===== src/rtl/slot_monitor.sv =====
// Parking-slot occupancy monitor: per-slot arrival/departure edge detection, stay timing,
// live occupancy count, and a valid/ready event stream with lowest-slot-first arbitration.
module slot_monitor #(
    parameter int NSLOT = 8,
    parameter int DUR_W = 8
) (
    input  logic             clk,
    input  logic             rst,
    input  logic [NSLOT-1:0] de_swt,
    input  logic             tick,
    input  logic             ev_ready,
    output logic             ev_valid,
    output logic [2:0]       ev_slot,
    output logic             ev_arrive,
    output logic [DUR_W-1:0] ev_dur,
    output logic [3:0]       occ_cnt,
    output logic [3:0]       free_cnt,
    output logic             full,
    output logic             ev_drop
);

    localparam logic [DUR_W-1:0] DUR_MAX = {DUR_W{1'b1}};

    logic [NSLOT-1:0] occ;
    logic [NSLOT-1:0] rise;
    logic [NSLOT-1:0] fall;
    logic [NSLOT-1:0] pend_arr;
    logic [NSLOT-1:0] pend_dep;
    logic [NSLOT-1:0] clr_arr;
    logic [NSLOT-1:0] clr_dep;
    logic [DUR_W-1:0] dur  [NSLOT];
    logic [DUR_W-1:0] dlat [NSLOT];

    logic       load;
    logic       sel_found;
    logic [2:0] sel_idx;

    function automatic logic [3:0] popcount(input logic [NSLOT-1:0] v);
        logic [3:0] n;
        n = '0;
        for (int i = 0; i < NSLOT; i++) begin
            n = n + {3'b000, v[i]};
        end
        return n;
    endfunction

    assign rise = de_swt & ~occ;
    assign fall = ~de_swt & occ;
    assign load = !ev_valid || ev_ready;

    // Priority pick: scanning downwards leaves the lowest pending slot selected.
    always_comb begin
        // NOTE: every combinational output gets a default first so no path can infer a latch.
        sel_found = 1'b0;
        sel_idx   = '0;
        for (int i = NSLOT - 1; i >= 0; i--) begin
            if (pend_arr[i] || pend_dep[i]) begin
                sel_found = 1'b1;
                sel_idx   = 3'(i);
            end
        end
    end

    // An arrival is always drained before the same slot's departure.
    always_comb begin
        clr_arr = '0;
        clr_dep = '0;
        if (load && sel_found) begin
            if (pend_arr[sel_idx]) clr_arr[sel_idx] = 1'b1;
            else                   clr_dep[sel_idx] = 1'b1;
        end
    end

    // NOTE: sequential state uses non-blocking assignments only, so every register samples pre-edge values.
    always_ff @(posedge clk or posedge rst) begin
        if (rst) begin
            occ      <= '0;
            occ_cnt  <= '0;
            pend_arr <= '0;
            pend_dep <= '0;
            ev_drop  <= 1'b0;
        end else begin
            occ      <= de_swt;
            occ_cnt  <= popcount(occ);
            // A set landing on a bit being cleared this cycle wins, keeping the event pending.
            pend_arr <= (pend_arr & ~clr_arr) | rise;
            pend_dep <= (pend_dep & ~clr_dep) | fall;
            if (|(rise & pend_arr) || |(fall & pend_dep)) begin
                ev_drop <= 1'b1;
            end
        end
    end

    // NOTE: the per-slot timer arrays are small and must read zero after reset, so they are reset explicitly.
    always_ff @(posedge clk or posedge rst) begin
        if (rst) begin
            for (int i = 0; i < NSLOT; i++) begin
                dur[i]  <= '0;
                dlat[i] <= '0;
            end
        end else begin
            for (int i = 0; i < NSLOT; i++) begin
                if (fall[i]) dlat[i] <= dur[i];
                if (rise[i]) begin
                    dur[i] <= '0;
                end else if (occ[i] && tick && dur[i] != DUR_MAX) begin
                    dur[i] <= dur[i] + 1'b1;
                end
            end
        end
    end

    always_ff @(posedge clk or posedge rst) begin
        if (rst) begin
            ev_valid  <= 1'b0;
            ev_slot   <= '0;
            ev_arrive <= 1'b0;
            ev_dur    <= '0;
        end else if (load) begin
            if (sel_found) begin
                ev_valid  <= 1'b1;
                ev_slot   <= sel_idx;
                ev_arrive <= pend_arr[sel_idx];
                ev_dur    <= pend_arr[sel_idx] ? '0 : dlat[sel_idx];
            end else begin
                ev_valid  <= 1'b0;
            end
        end
    end

    assign free_cnt = 4'(NSLOT) - occ_cnt;
    assign full     = (occ_cnt == 4'(NSLOT));

endmodule


===== config.mk =====
export PLATFORM = sky130hd
export DESIGN_NAME = slot_monitor
export DESIGN_NICKNAME = d
export VERILOG_FILES = /design/src/rtl/slot_monitor.sv
export SDC_FILE = /design/constraint.sdc
export NUM_CORES = 1
export LEC_CHECK = 0
export CAP_MARGIN = 10
export CORE_UTILIZATION = 45
export DETAILED_ROUTE_END_ITERATION = 10
export MAX_ROUTING_LAYER = met4
export SYNTH_ARGS = -nofsm -noshare
export SYNTH_HDL_FRONTEND = slang
export SYNTH_SLANG_ARGS = --single-unit

===== constraint.sdc =====
create_clock -name clk -period 7.8 [get_ports clk]
set_clock_uncertainty 0.1 [all_clocks]
set_input_delay 2.34 -clock clk [delete_from_list [all_inputs] [get_ports clk]]
set_output_delay 2.34 -clock clk [all_outputs]
set_load 0.05 [all_outputs]

==> impl_metrics.json <==
{
  "run_status": "finished, final reports clean",
  "post-route-period-util_pct": 59.3,
  "final_util_pct": 52.8,
  "regToRegStartpoint": "pend_dep[1]$_DFF_PP0_",
  "power.density_cell_area_nw_per_um2": 258,
  "ant_nets": 0,
  "worstHoldPathType": "reg2reg",
  "postSynthNetCount": 838,
  "netlist-cell-type-count": 57,
  "fillers": 1543,
  "post-route-min-period_ns": 4.62,
  "worstSetupEndpointType": "flip-flop",
  "synth_top_cells_by_area": "sky130_fd_sc_hd__dfrtp_1 53%, sky130_fd_sc_hd__nand2_1 7.8%, sky130_fd_sc_hd__mux2_2 4.6%",
  "syn-cell-area_sq_um": 8030,
  "die_h_um": 136,
  "power.static_leakage_nw": 4.16,
  "cts_max_level": 4,
  "cell_count_of_the_worst_reg_to_reg_path": 6,
  "setup.reg_to_reg.worst_slack_ns": 3.99,
  "achievable-frequency_mhz": 216,
  "postSynth.topFlopCell": "sky130_fd_sc_hd__dfrtp_1",
  "r2r-end": "pend_dep[4]$_DFF_PP0_",
  "gr-usage-all-layers_pct": 23.2,
  "report.power.total_mw": 2.36,
  "clkSlewWorstSetupHoldPaths_ns": 0.07,
  "synth_enable_flop_cells": 0,
  "clk_path_buf_depth": 2,
  "routed_wl_um": 19300,
  "num_vias": 6056,
  "yosys.area_share.simple_pct": 20.8,
  "clockRootBuffer": "sky130_fd_sc_hd__clkbuf_16",
  "clock_sinks": 170,
  "seq_total_area_yosys_pct": 53.0,
  "placement.cell_area_sq_um": 8550,
  "rsz0062_at_grt": "false",
  "initial_utilization_pct": 46.3,
  "postCtsSetupBuffers": 0,
  "share_of_the_synthesized_area_in_the_top_cell_type_pct": 53.0,
  "power.ir.vdd_worst_v": 0.000335,
  "slowest_delay_ns": 1.04,
  "critical_path.cell_chain": "clkdlybuf4s50_1 -> nand2b_1 -> o21ai_1 -> a21oi_1 -> a41oi_1",
  "synthesis.yosys.warnings": 0,
  "total_of_flip_flops_plus_latches_after_synthesis": 170,
  "grt_max_degree": 78,
  "synth-adder-area-share_pct": 2.87,
  "synth.mux.area_fraction_pct": 5.88,
  "antenna_cells_inserted": 0,
  "netlist.top_cell.by_area": "sky130_fd_sc_hd__dfrtp_1",
  "main_combinational_cell_family_by_area_after_synthesis": "simple AND/OR/NAND/NOR gates",
  "antenna_found_initial": 0,
  "timing_worst_slew_pin_value_ns": 1.24,
  "grt_pass1_wl_um": 31500,
  "chipWidth_um": 136,
  "synth_compound_gate_area_share_pct": 10.0,
  "cts-buffers-inserted": 17,
  "drive_above_1_share_pct": 8.85,
  "coreArea_sq_um": 17400,
  "drv_slew": 0,
  "drt_iter0_drc": 447,
  "final_hold_viol_count": 0,
  "synth-xor-area-share_pct": 4.91,
  "core.rowCount": 48,
  "cp_max_fo": 15,
  "crit_path_start_kind": "input port",
  "cts_tree": "yes",
  "max_cap_violations": 0,
  "portBuffers": 34,
  "cp_slowest_cell": "sky130_fd_sc_hd__a21oi_1",
  "post-dp-hpwl_um": 13900,
  "die_area_sq_um": 18400,
  "slew_headroom_pct": 16.7,
  "gpl.final_weighted_congestion": 0.919,
  "clk_latency_ns": 0.42,
  "remaining_design_rule_violation_count": 0,
  "hold_depth": 2,
  "final_design_area_no_fill_sq_um": 9160,
  "drt-vias-per-instance": 5.65,
  "grt_overflow": 0,
  "layout.nets": 862,
  "fin_tns_setup_ns": 0,
  "syn_inst": 810,
  "cts_hold_repair.buffers": 0,
  "crit_required_ns": 7.94,
  "worst_ep_arrival_time_ns": 4.77,
  "timing.hold.worst_endpoint": "dlat[26]$_DFFE_PP0P_",
  "criticalPathCategory": "in2reg",
  "via_count_of_the_first_global_routing_pass": 5916,
  "firstDrtPassIters": 5,
  "floorplan.io_pins": 35,
  "hold-worst-slack_ns": 0.379,
  "synth_async_sr_flop_share_pct": 100,
  "number_of_setup_violations_in_the_final_report": 0,
  "syn_avg_cell_area_sq_um": 9.91,
  "wl_per_cell_um": 18.0,
  "resize_count_post_cts": 0,
  "min_from": "dlat[26]$_DFFE_PP0P_",
  "area_delta_synth_final_pct": 14.1
}
cell usage after synthesis, types with 8 or more instances:
library cell	number
sky130_fd_sc_hd__a21oi_1	29
sky130_fd_sc_hd__and3_1	12
sky130_fd_sc_hd__nor3_1	9
sky130_fd_sc_hd__nand4_1	17
sky130_fd_sc_hd__inv_1	21
sky130_fd_sc_hd__mux2_2	33
sky130_fd_sc_hd__o21ai_0	21
sky130_fd_sc_hd__o221ai_1	8
sky130_fd_sc_hd__xnor2_1	16
sky130_fd_sc_hd__nor2b_1	13
sky130_fd_sc_hd__nand3_1	21
sky130_fd_sc_hd__ha_1	12
sky130_fd_sc_hd__clkbuf_1	23
sky130_fd_sc_hd__mux2i_1	10
sky130_fd_sc_hd__dfrtp_1	170
sky130_fd_sc_hd__xor2_1	29
sky130_fd_sc_hd__nor2_1	86
sky130_fd_sc_hd__a31oi_1	13
sky130_fd_sc_hd__nand2_1	166
sky130_fd_sc_hd__or3_1	12
kinds of logic (layout without fill, tap and decap cells):
logic type	after synthesis	count (layout)
and+or+nand+nor	370	370
buffers and inverters	52	89
adders and majority gates	16	16
xor gates and xnor gates	45	45
DFF	170	170
muxes	43	43
AOI/OAI and AO/OA	114	114
worst max-delay path by stage:
| stage | from | endpoint | slack [ns] | cells past startpoint |
|---|---|---|---|---|
| final | ev_ready | pend_dep[4]$_DFF_PP0_ | 3.18 | 5 |
| after global routing | ev_ready | pend_dep[4]$_DFF_PP0_ | 3.02 | 5 |
| after detailed placement | ev_ready | pend_dep[4]$_DFF_PP0_ | 2.84 | 5 |
| after CTS | occ_cnt[2]$_DFF_PP0_ | free_cnt[3] | 3.17 | 3 |
| after floorplan | rst | dlat[0]$_DFFE_PP0P_ | 0.76 | 1 |
| after global placement | ev_ready | pend_dep[4]$_DFF_PP0_ | 2.93 | 5 |
report_power, final:
| group | leakage, nW | switching (mW) | total [mW] | internal [mW] |
|---|---|---|---|---|
| Clock | 0.294 | 0.348 | 0.880 | 0.532 |
| Sequential | 2.22 | 0.0820 | 1.04 | 0.959 |
| Combinational | 1.65 | 0.280 | 0.442 | 0.162 |
| Total | 4.16 | 0.710 | 2.36 | 1.65 |
metal layers:
metal  track usage (%)  vias to the layer above  share of wire, %
met5                 -                        -                 0
li1                  -                     2858                 -
met2              35.8                      136                47
met4              6.80                        0               1.6
met3              4.83                       19               4.8
met1              30.7                     3043                47
flip-flops by register name (all words and copies together) (netlist names):
name and cells:
dlat 64, pend_arr 8, occ 8, ev_drop 1, pend_dep 8, dur 64
ev_arrive 1, ev_slot 3, ev_dur 8, occ_cnt 4, ev_valid 1
final cells by class:
class,instances,area (sq um),area share (%)
Timing Repair Buffer,36,355,3.88
Inverter,21,83.8,0.915
Multi-Input combinational cell,588,3570,39.0
Tap cell,225,282,3.07
Clock buffer,23,478,5.22
Clock inverter,9,136,1.49
Sequential cell,170,4250,46.4
worst max-delay path: cells and delay by family:
| kind | cells | cell delay [ns] |
|---|---|---|
| compound gates | 3 | 1.73 |
| simple gates | 1 | 0.24 |
| buf+inv | 1 | 0.45 |
layout by cell type, fill, tap and decap left out, types with 4 or more instances in the layout:
master,synthesis,layout
sky130_fd_sc_hd__a32o_1,5,5
sky130_fd_sc_hd__o21ai_0,21,21
sky130_fd_sc_hd__a22oi_1,4,4
sky130_fd_sc_hd__nor2_1,86,86
sky130_fd_sc_hd__xor2_1,29,29
sky130_fd_sc_hd__xnor2_1,16,16
sky130_fd_sc_hd__clkdlybuf4s50_1,0,34
sky130_fd_sc_hd__o32a_1,7,7
sky130_fd_sc_hd__nor3_1,9,9
sky130_fd_sc_hd__o221ai_1,8,8
sky130_fd_sc_hd__mux2_2,33,33
sky130_fd_sc_hd__clkbuf_16,0,17
sky130_fd_sc_hd__nand2b_1,7,7
sky130_fd_sc_hd__mux2i_1,10,10
sky130_fd_sc_hd__or4_1,5,5
sky130_fd_sc_hd__or3_1,12,12
sky130_fd_sc_hd__a31oi_1,13,13
sky130_fd_sc_hd__nor4_1,6,6
sky130_fd_sc_hd__and2_1,6,6
sky130_fd_sc_hd__a21oi_1,29,29
sky130_fd_sc_hd__inv_1,21,20
sky130_fd_sc_hd__dfrtp_1,170,170
sky130_fd_sc_hd__and3_1,12,12
sky130_fd_sc_hd__nand3_1,21,21
sky130_fd_sc_hd__ha_1,12,12
sky130_fd_sc_hd__nand2_1,166,166
sky130_fd_sc_hd__nor2b_1,13,13
sky130_fd_sc_hd__nand4_1,17,17
sky130_fd_sc_hd__fa_1,4,4
stage by stage:
step / setup WS (ns) / std cells
finish: 3.18 / 1072
global route: 3.02 / 1072
CTS: 3.17 / 1072
detailed placement: 2.84 / 1040
global placement: 2.93 / 1040
floorplan: 0.757 / 810
Power figures use the tool's default switching activity.
